`config.mk`:
```
export PLATFORM = sky130hd
export DESIGN_NAME = fetch_unit_bht_flat
export DESIGN_NICKNAME = d
export VERILOG_FILES = /design/src/rtl/fetch_pkg.sv /design/src/rtl/fetch_unit_bht_if.sv /design/src/rtl/bht_2bit.sv /design/src/rtl/fetch_unit_bht.sv /design/src/flat_wrapper.sv
export SDC_FILE = /design/constraint.sdc
export NUM_CORES = 1
export LEC_CHECK = 0
export CAP_MARGIN = 25
export CORE_MARGIN = 5
export CORE_UTILIZATION = 55
export DETAILED_ROUTE_END_ITERATION = 16
export PLACE_DENSITY = 0.82
export SETUP_SLACK_MARGIN = 0.5
export SLEW_MARGIN = 25
export SYNTH_ARGS = -nofsm -noshare
export SYNTH_HDL_FRONTEND = slang
export SYNTH_SLANG_ARGS = --single-unit
```
`constraint.sdc`:
```
create_clock -name clk -period 18.8 [get_ports clk]
set_input_delay 1.88 -clock clk [delete_from_list [all_inputs] [get_ports clk]]
set_output_delay 1.88 -clock clk [all_outputs]
set_load 0.02 [all_outputs]
```
`src/rtl/fetch_pkg.sv`:
```
// Shared definitions for the fetch stage: branch opcode window and the
// 2-bit saturating counter encoding with its update rule.
package fetch_pkg;

    localparam logic [5:0] BR_OP_LO = 6'b010011;
    localparam logic [5:0] BR_OP_HI = 6'b011001;

    typedef enum logic [1:0] {
        SNT = 2'd0,
        WNT = 2'd1,
        WT  = 2'd2,
        ST  = 2'd3
    } ctr_e;

    function automatic ctr_e sat_update(input ctr_e cnt, input logic taken);
        ctr_e res;
        res = cnt;
        if (taken) begin
            if (cnt != ST) res = ctr_e'(cnt + 2'd1);
        end else begin
            if (cnt != SNT) res = ctr_e'(cnt - 2'd1);
        end
        return res;
    endfunction

endpackage

```
`src/rtl/fetch_unit_bht_if.sv`:
```
// Fetch-stage bus: EX feedback, instruction memory port and the IF/ID output.
// master = fetch unit, slave = surrounding pipeline / memory.
// Handshake: no backpressure; id_valid qualifies id_* every cycle, stall holds them.
interface fetch_unit_bht_if #(
    parameter int PC_W    = 32,
    parameter int INSTR_W = 32,
    parameter int IMEM_AW = 10
);
    logic               stall;
    logic               redirect;
    logic [PC_W-1:0]    redirect_pc;
    logic               upd_valid;
    logic [PC_W-1:0]    upd_pc;
    logic               upd_taken;
    logic [IMEM_AW-1:0] imem_addr;
    logic [INSTR_W-1:0] imem_rdata;
    logic               id_valid;
    logic [INSTR_W-1:0] id_instr;
    logic [PC_W-1:0]    id_pc_1;
    logic               id_pred_taken;
    logic [PC_W-1:0]    dbg_pc;

    modport master (
        input  stall, redirect, redirect_pc, upd_valid, upd_pc, upd_taken, imem_rdata,
        output imem_addr, id_valid, id_instr, id_pc_1, id_pred_taken, dbg_pc
    );

    modport slave (
        output stall, redirect, redirect_pc, upd_valid, upd_pc, upd_taken, imem_rdata,
        input  imem_addr, id_valid, id_instr, id_pc_1, id_pred_taken, dbg_pc
    );
endinterface

```
`src/rtl/bht_2bit.sv`:
```
// Table of 2-bit saturating counters: one combinational read port and
// one clocked training port. Reads see the pre-update value.
module bht_2bit
    import fetch_pkg::*;
#(
    parameter int ENTRIES = 64,
    parameter int IDX_W   = 6
) (
    input  logic             clk,
    input  logic             rst,
    input  logic [IDX_W-1:0] rd_idx,
    output ctr_e             rd_ctr,
    input  logic             wr_en,
    input  logic [IDX_W-1:0] wr_idx,
    input  logic             wr_taken
);
    ctr_e ctr_q [ENTRIES];
    ctr_e ctr_d [ENTRIES];

    always_comb begin
        ctr_d = ctr_q;
        if (wr_en) ctr_d[wr_idx] = sat_update(ctr_q[wr_idx], wr_taken);
    end

    always_ff @(posedge clk or posedge rst) begin
        if (rst) begin
            for (int i = 0; i < ENTRIES; i++) ctr_q[i] <= WNT;
        end else begin
            ctr_q <= ctr_d;
        end
    end

    assign rd_ctr = ctr_q[rd_idx];
endmodule

```
`src/rtl/fetch_unit_bht.sv`:
```
// Instruction-fetch stage: PC register, BHT-driven next-PC selection and
// the IF/ID register. Priority per edge: redirect > stall > normal fetch.
module fetch_unit_bht
    import fetch_pkg::*;
#(
    parameter int PC_W        = 32,
    parameter int INSTR_W     = 32,
    parameter int IMEM_AW     = 10,
    parameter int BHT_ENTRIES = 64
) (
    input  logic             clk,
    input  logic             rst,
    fetch_unit_bht_if.master bus
);
    localparam int IDX_W = $clog2(BHT_ENTRIES);

    logic [PC_W-1:0]    pc_q, pc_d;
    logic               id_valid_q, id_valid_d;
    logic [INSTR_W-1:0] id_instr_q, id_instr_d;
    logic [PC_W-1:0]    id_pc_1_q, id_pc_1_d;
    logic               id_pred_q, id_pred_d;

    logic [5:0]      opcode;
    logic            is_br;
    logic            pred;
    logic [PC_W-1:0] pc_plus1;
    logic [PC_W-1:0] offset_sext;
    logic [PC_W-1:0] target;
    ctr_e            rd_ctr;

    assign opcode      = bus.imem_rdata[31:26];
    assign is_br       = (opcode >= BR_OP_LO) && (opcode <= BR_OP_HI);
    assign pc_plus1    = pc_q + PC_W'(1);
    assign offset_sext = {{(PC_W-16){bus.imem_rdata[15]}}, bus.imem_rdata[15:0]};
    assign target      = pc_plus1 + offset_sext;
    assign pred        = is_br & rd_ctr[1];

    bht_2bit #(
        .ENTRIES (BHT_ENTRIES),
        .IDX_W   (IDX_W)
    ) u_bht (
        .clk      (clk),
        .rst      (rst),
        .rd_idx   (pc_q[IDX_W-1:0]),
        .rd_ctr   (rd_ctr),
        .wr_en    (bus.upd_valid),
        .wr_idx   (bus.upd_pc[IDX_W-1:0]),
        .wr_taken (bus.upd_taken)
    );

    // Only the index bits of the resolved-branch PC address the table.
    logic unused_upd_pc;
    assign unused_upd_pc = ^bus.upd_pc[PC_W-1:IDX_W];

    always_comb begin
        pc_d       = pc_q;
        id_valid_d = id_valid_q;
        id_instr_d = id_instr_q;
        id_pc_1_d  = id_pc_1_q;
        id_pred_d  = id_pred_q;
        if (bus.redirect) begin
            pc_d       = bus.redirect_pc;
            id_valid_d = 1'b0;
        end else if (!bus.stall) begin
            pc_d       = pred ? target : pc_plus1;
            id_valid_d = 1'b1;
            id_instr_d = bus.imem_rdata;
            id_pc_1_d  = pc_plus1;
            id_pred_d  = pred;
        end
    end

    always_ff @(posedge clk or posedge rst) begin
        if (rst) begin
            pc_q       <= '0;
            id_valid_q <= 1'b0;
            id_instr_q <= '0;
            id_pc_1_q  <= '0;
            id_pred_q  <= 1'b0;
        end else begin
            pc_q       <= pc_d;
            id_valid_q <= id_valid_d;
            id_instr_q <= id_instr_d;
            id_pc_1_q  <= id_pc_1_d;
            id_pred_q  <= id_pred_d;
        end
    end

    assign bus.imem_addr     = pc_q[IMEM_AW-1:0];
    assign bus.id_valid      = id_valid_q;
    assign bus.id_instr      = id_instr_q;
    assign bus.id_pc_1       = id_pc_1_q;
    assign bus.id_pred_taken = id_pred_q;
    assign bus.dbg_pc        = pc_q;
endmodule
```
`src/flat_wrapper.sv`:
```
// flat-port wrapper written by rule: the top's interface ports become plain ports
module fetch_unit_bht_flat import fetch_pkg::*;
#(
    parameter int PC_W        = 32,
    parameter int INSTR_W     = 32,
    parameter int IMEM_AW     = 10,
    parameter int BHT_ENTRIES = 64
)
  (clk, rst, bus_stall, bus_redirect, bus_redirect_pc, bus_upd_valid, bus_upd_pc, bus_upd_taken, bus_imem_rdata, bus_imem_addr, bus_id_valid, bus_id_instr, bus_id_pc_1, bus_id_pred_taken, bus_dbg_pc);
  fetch_unit_bht_if #(.PC_W(PC_W), .INSTR_W(INSTR_W), .IMEM_AW(IMEM_AW)) bus_i ();
  input  logic clk;
  input  logic rst;
  input wire logic [$bits(bus_i.stall)-1:0] bus_stall;
  input wire logic [$bits(bus_i.redirect)-1:0] bus_redirect;
  input wire logic [$bits(bus_i.redirect_pc)-1:0] bus_redirect_pc;
  input wire logic [$bits(bus_i.upd_valid)-1:0] bus_upd_valid;
  input wire logic [$bits(bus_i.upd_pc)-1:0] bus_upd_pc;
  input wire logic [$bits(bus_i.upd_taken)-1:0] bus_upd_taken;
  input wire logic [$bits(bus_i.imem_rdata)-1:0] bus_imem_rdata;
  output wire logic [$bits(bus_i.imem_addr)-1:0] bus_imem_addr;
  output wire logic [$bits(bus_i.id_valid)-1:0] bus_id_valid;
  output wire logic [$bits(bus_i.id_instr)-1:0] bus_id_instr;
  output wire logic [$bits(bus_i.id_pc_1)-1:0] bus_id_pc_1;
  output wire logic [$bits(bus_i.id_pred_taken)-1:0] bus_id_pred_taken;
  output wire logic [$bits(bus_i.dbg_pc)-1:0] bus_dbg_pc;
  assign bus_i.stall = bus_stall;
  assign bus_i.redirect = bus_redirect;
  assign bus_i.redirect_pc = bus_redirect_pc;
  assign bus_i.upd_valid = bus_upd_valid;
  assign bus_i.upd_pc = bus_upd_pc;
  assign bus_i.upd_taken = bus_upd_taken;
  assign bus_i.imem_rdata = bus_imem_rdata;
  assign bus_imem_addr = bus_i.imem_addr;
  assign bus_id_valid = bus_i.id_valid;
  assign bus_id_instr = bus_i.id_instr;
  assign bus_id_pc_1 = bus_i.id_pc_1;
  assign bus_id_pred_taken = bus_i.id_pred_taken;
  assign bus_dbg_pc = bus_i.dbg_pc;
  fetch_unit_bht #(.PC_W(PC_W), .INSTR_W(INSTR_W), .IMEM_AW(IMEM_AW), .BHT_ENTRIES(BHT_ENTRIES)) u_core (.clk(clk), .rst(rst), .bus(bus_i));
endmodule
```
==> run_results.csv <==
group,metric,value,unit
status,outcome,"finished clean",
flow_run,cap_violations,0,
global_routing,grt_max_degree,92,
synth,ys_warn_count,0,
detailed_routing,routed_wl,37700,um
sta,relSlewSlack,38.3,%
finish,fin_cells,1855,
finish,nets,1654,
global_routing,globalRouteOverflowTotal,0,
setup_path,crit_fanout,16,
clock_tree,numClockSinks,226,
pwr,p_leak,7.14,nW
sta,period_needed,5.60,ns
floorplan,chipWidth,167,um
clock_tree,cts-root-buf,"clkbuf_16",
clock_tree,post_cts_resized,0,
detailed_routing,drtIter0Drc,1281,
floorplan,rows,57,
detailed_routing,vias_per_cell,6.04,
setup_path,critPathCaptureType,"flop",
synth,syn_area,13600,um2
synth,synthTopCellsByCount,"nand2_1 (253), dfrtp_1 (162), mux2_2 (146)",
floorplan,dieHeight,167,um
pwr,ir_drop,73.3,uV
setup_path,worst_ep_required_time,19.16,ns
synth,synth_edf_count,0,
synth,synthTopCellsByArea,"dfrtp_1 (30%), dfstp_2 (12%), mux2_2 (12%)",
detailed_routing,post_drt_wl_per_cell,20.3,um
placement,port_buffers,183,
clock_tree,cts.path.max_buffers,3,
sta,setup_viol,0,
global_routing,grt_pass1_vias,11200,
global_routing,grt_first_pass_wirelength,60500,um
finish,area_growth,19.5,%
synth,syn_nets,1510,
synth,synth-main-ff-cell,"dfrtp_1",
clock_tree,cts_made_buffers,25,
placement,hpwl,26200,um
placement,pre_cts_ws,13.03,ns
synth,synth_seq_cells,226,
sta,fin_tns_setup,0,ns
synth,synth_cells,1368,
synth,yosysSeqAreaShare,42.2,%
sta,finalHoldViolations,0,
setup_path,cp-start-kind,"flop",
detailed_routing,ant_nets,0,
clock_tree,worstSkewPairLatency,0.53,ns
floorplan,initial_core_util,55.9,%
placement,placed_cells,1809,
global_routing,antenna_found_initial,2,
clock_tree,cts.hold.buffers_added,0,
synth,synth.most_common_cell,"nand2_1",
sta,tightest_slew,0.922,ns
detailed_routing,dr.pass1.iters,7,
synth,yosys.area.top_type,"dfrtp_1",
min_path,hp-class,"reg -> reg",
finish,post-route-util,66.7,%
floorplan,dieArea,27900,um2
clock_tree,htree_levels,1,
sta,finalCritPeriodShare,29.8,%
sta,skew,0.0119,ns
sta,max_freq,0.179,GHz
finish,drive_gt1_share,19.9,%
detailed_routing,drc_errors,0,
synth,yosysUniqueCellTypes,62,
clock_tree,clkSlewWorstSetupHoldPaths,0.06,ns
finish,n_antenna_cell,0,
clock_tree,cts_tree,"done",
synth,yosysTopAreaCellShare,29.8,%
floorplan,ios,210,
setup_path,critPathKind,"reg -> reg",
setup_path,crit_arrival,5.96,ns
pwr,p_per_area,91.8,nW/um2
clock_tree,post-cts-setup-buffers,0,
sta,grt_setup_unrepaired,"false",
detailed_routing,num_vias,11200,
sta,report.final.slew_viol_count,0,
finish,fill_cells,1854,
placement,gp_congestion,0.877,
global_routing,grt_usage,26.3,%
synth,async_reset_ff_share,100,%
synth,syn_area_per_cell,9.93,um2
floorplan,core-area,24300,um2
sta,worst_slack,13.20,ns
==> sequential cells by signal, summed over array words and instances, names as in the netlist <==
name                      cells
u_core.bus.id_valid           1
u_core.bus.id_pc_1           32
u_core.bus.id_instr          32
u_core.u_bht.ctr_q          128
u_core.bus.dbg_pc            32
u_core.bus.id_pred_taken      1
==> cells in the final DEF (no fill, tap or decap), drive strengths merged, types with 20 or more instances in the layout <==
cell type | Yosys | layout
ha | 39 | 39
a221oi | 20 | 20
dfrtp | 162 | 162
mux2i | 33 | 33
nand3 | 24 | 24
mux4 | 28 | 28
xnor2 | 35 | 35
inv | 49 | 50
a21oi | 57 | 57
nand2 | 253 | 253
dfstp | 64 | 64
o21ai | 79 | 79
clkdlybuf4s50 | 0 | 181
nor2 | 97 | 97
xor2 | 22 | 22
clkbuf | 33 | 40
nor3 | 22 | 22
mux2 | 150 | 150
==> report_power, final <==
part	switching, mW	total (mW)	internal, mW
clock	0.198	0.479	0.281
sequential	0.0482	0.611	0.563
combinational	0.216	0.399	0.183
total	0.462	1.49	1.03
==> cell type report <==
| type | count | area [um2] | area share [%] |
|---|---|---|---|
| multi-input cells | 1011 | 7160 | 44.1 |
| inverters | 50 | 195 | 1.20 |
| clock inverters | 6 | 66.3 | 0.409 |
| clock buffers | 40 | 733 | 4.52 |
| flip-flops and latches | 226 | 5740 | 35.3 |
| well taps | 324 | 405 | 2.50 |
| repair buffers | 198 | 1930 | 11.9 |
==> per-layer routing <==
layer	vias up	GRT usage [%]	routed length [um]
met5	-	0	15
met2	500	44.2	18200
met1	5492	34.4	15200
met4	4	8.33	1310
met3	101	5.56	3030
li1	5107	-	-
==> per-stage QoR <==
| step | cell area, um2 | total power, mW | hold WS [ns] |
|---|---|---|---|
| after floorplan | 13600 | 0.872 | 0.491 |
| after global placement | 15400 | 0.999 | 0.457 |
| after detailed placement | 15400 | 1.01 | 0.461 |
| after CTS | 16200 | 1.49 | 0.476 |
| after global routing | 16200 | 1.56 | 0.498 |
| final | 16200 | 1.49 | 0.474 |
==> worst paths after layout <==
check,from,endpoint,slack (ns),depth (start not counted)
worst min-delay path,u_core.bus.id_instr[31],u_core.bus.id_instr[31],0.47,2
min in group asynchronous,rst,u_core.bus.id_instr[27],1.85,2
worst min register to register,u_core.bus.id_instr[31],u_core.bus.id_instr[31],0.47,2
max in group asynchronous,rst,u_core.u_bht.ctr_q[121],15.57,3
worst max-delay path,u_core.bus.dbg_pc[2],u_core.bus.dbg_pc[31],13.20,17
worst max register to register,u_core.bus.dbg_pc[2],u_core.bus.dbg_pc[31],13.20,17
==> cells by family (layout without fill, tap and decap cells) <==
| family | Yosys count | count (layout) | share of synthesized area, % |
|---|---|---|---|
| AOI/OAI and AO/OA | 240 | 240 | 10.9 |
| and+or+nand+nor | 461 | 461 | 14.6 |
| xor gates and xnor gates | 57 | 57 | 3.67 |
| buffers and inverters | 131 | 294 | 5.15 |
| adders and majority gates | 42 | 42 | 3.94 |
| DFF | 226 | 226 | 42.2 |
| muxes | 211 | 211 | 19.5 |
==> worst max-delay path: stages (launching register included) <==
cell and delay, ns:
dfrtp_1 0.88, nand3_1 0.29, or2_2 0.40, nor2_1 0.34, nand4_1 0.48, nor2_1 0.26, xnor2_1 0.19, inv_1 0.09
ha_1 0.37, inv_1 0.07, nor3_1 0.28, nand3_1 0.14, a211oi_1 0.50, o21ai_0 0.29, a31oi_1 0.24, mux2i_1 0.27
mux2i_1 0.23, a221oi_1 0.07
Power figures use the tool's default switching activity.
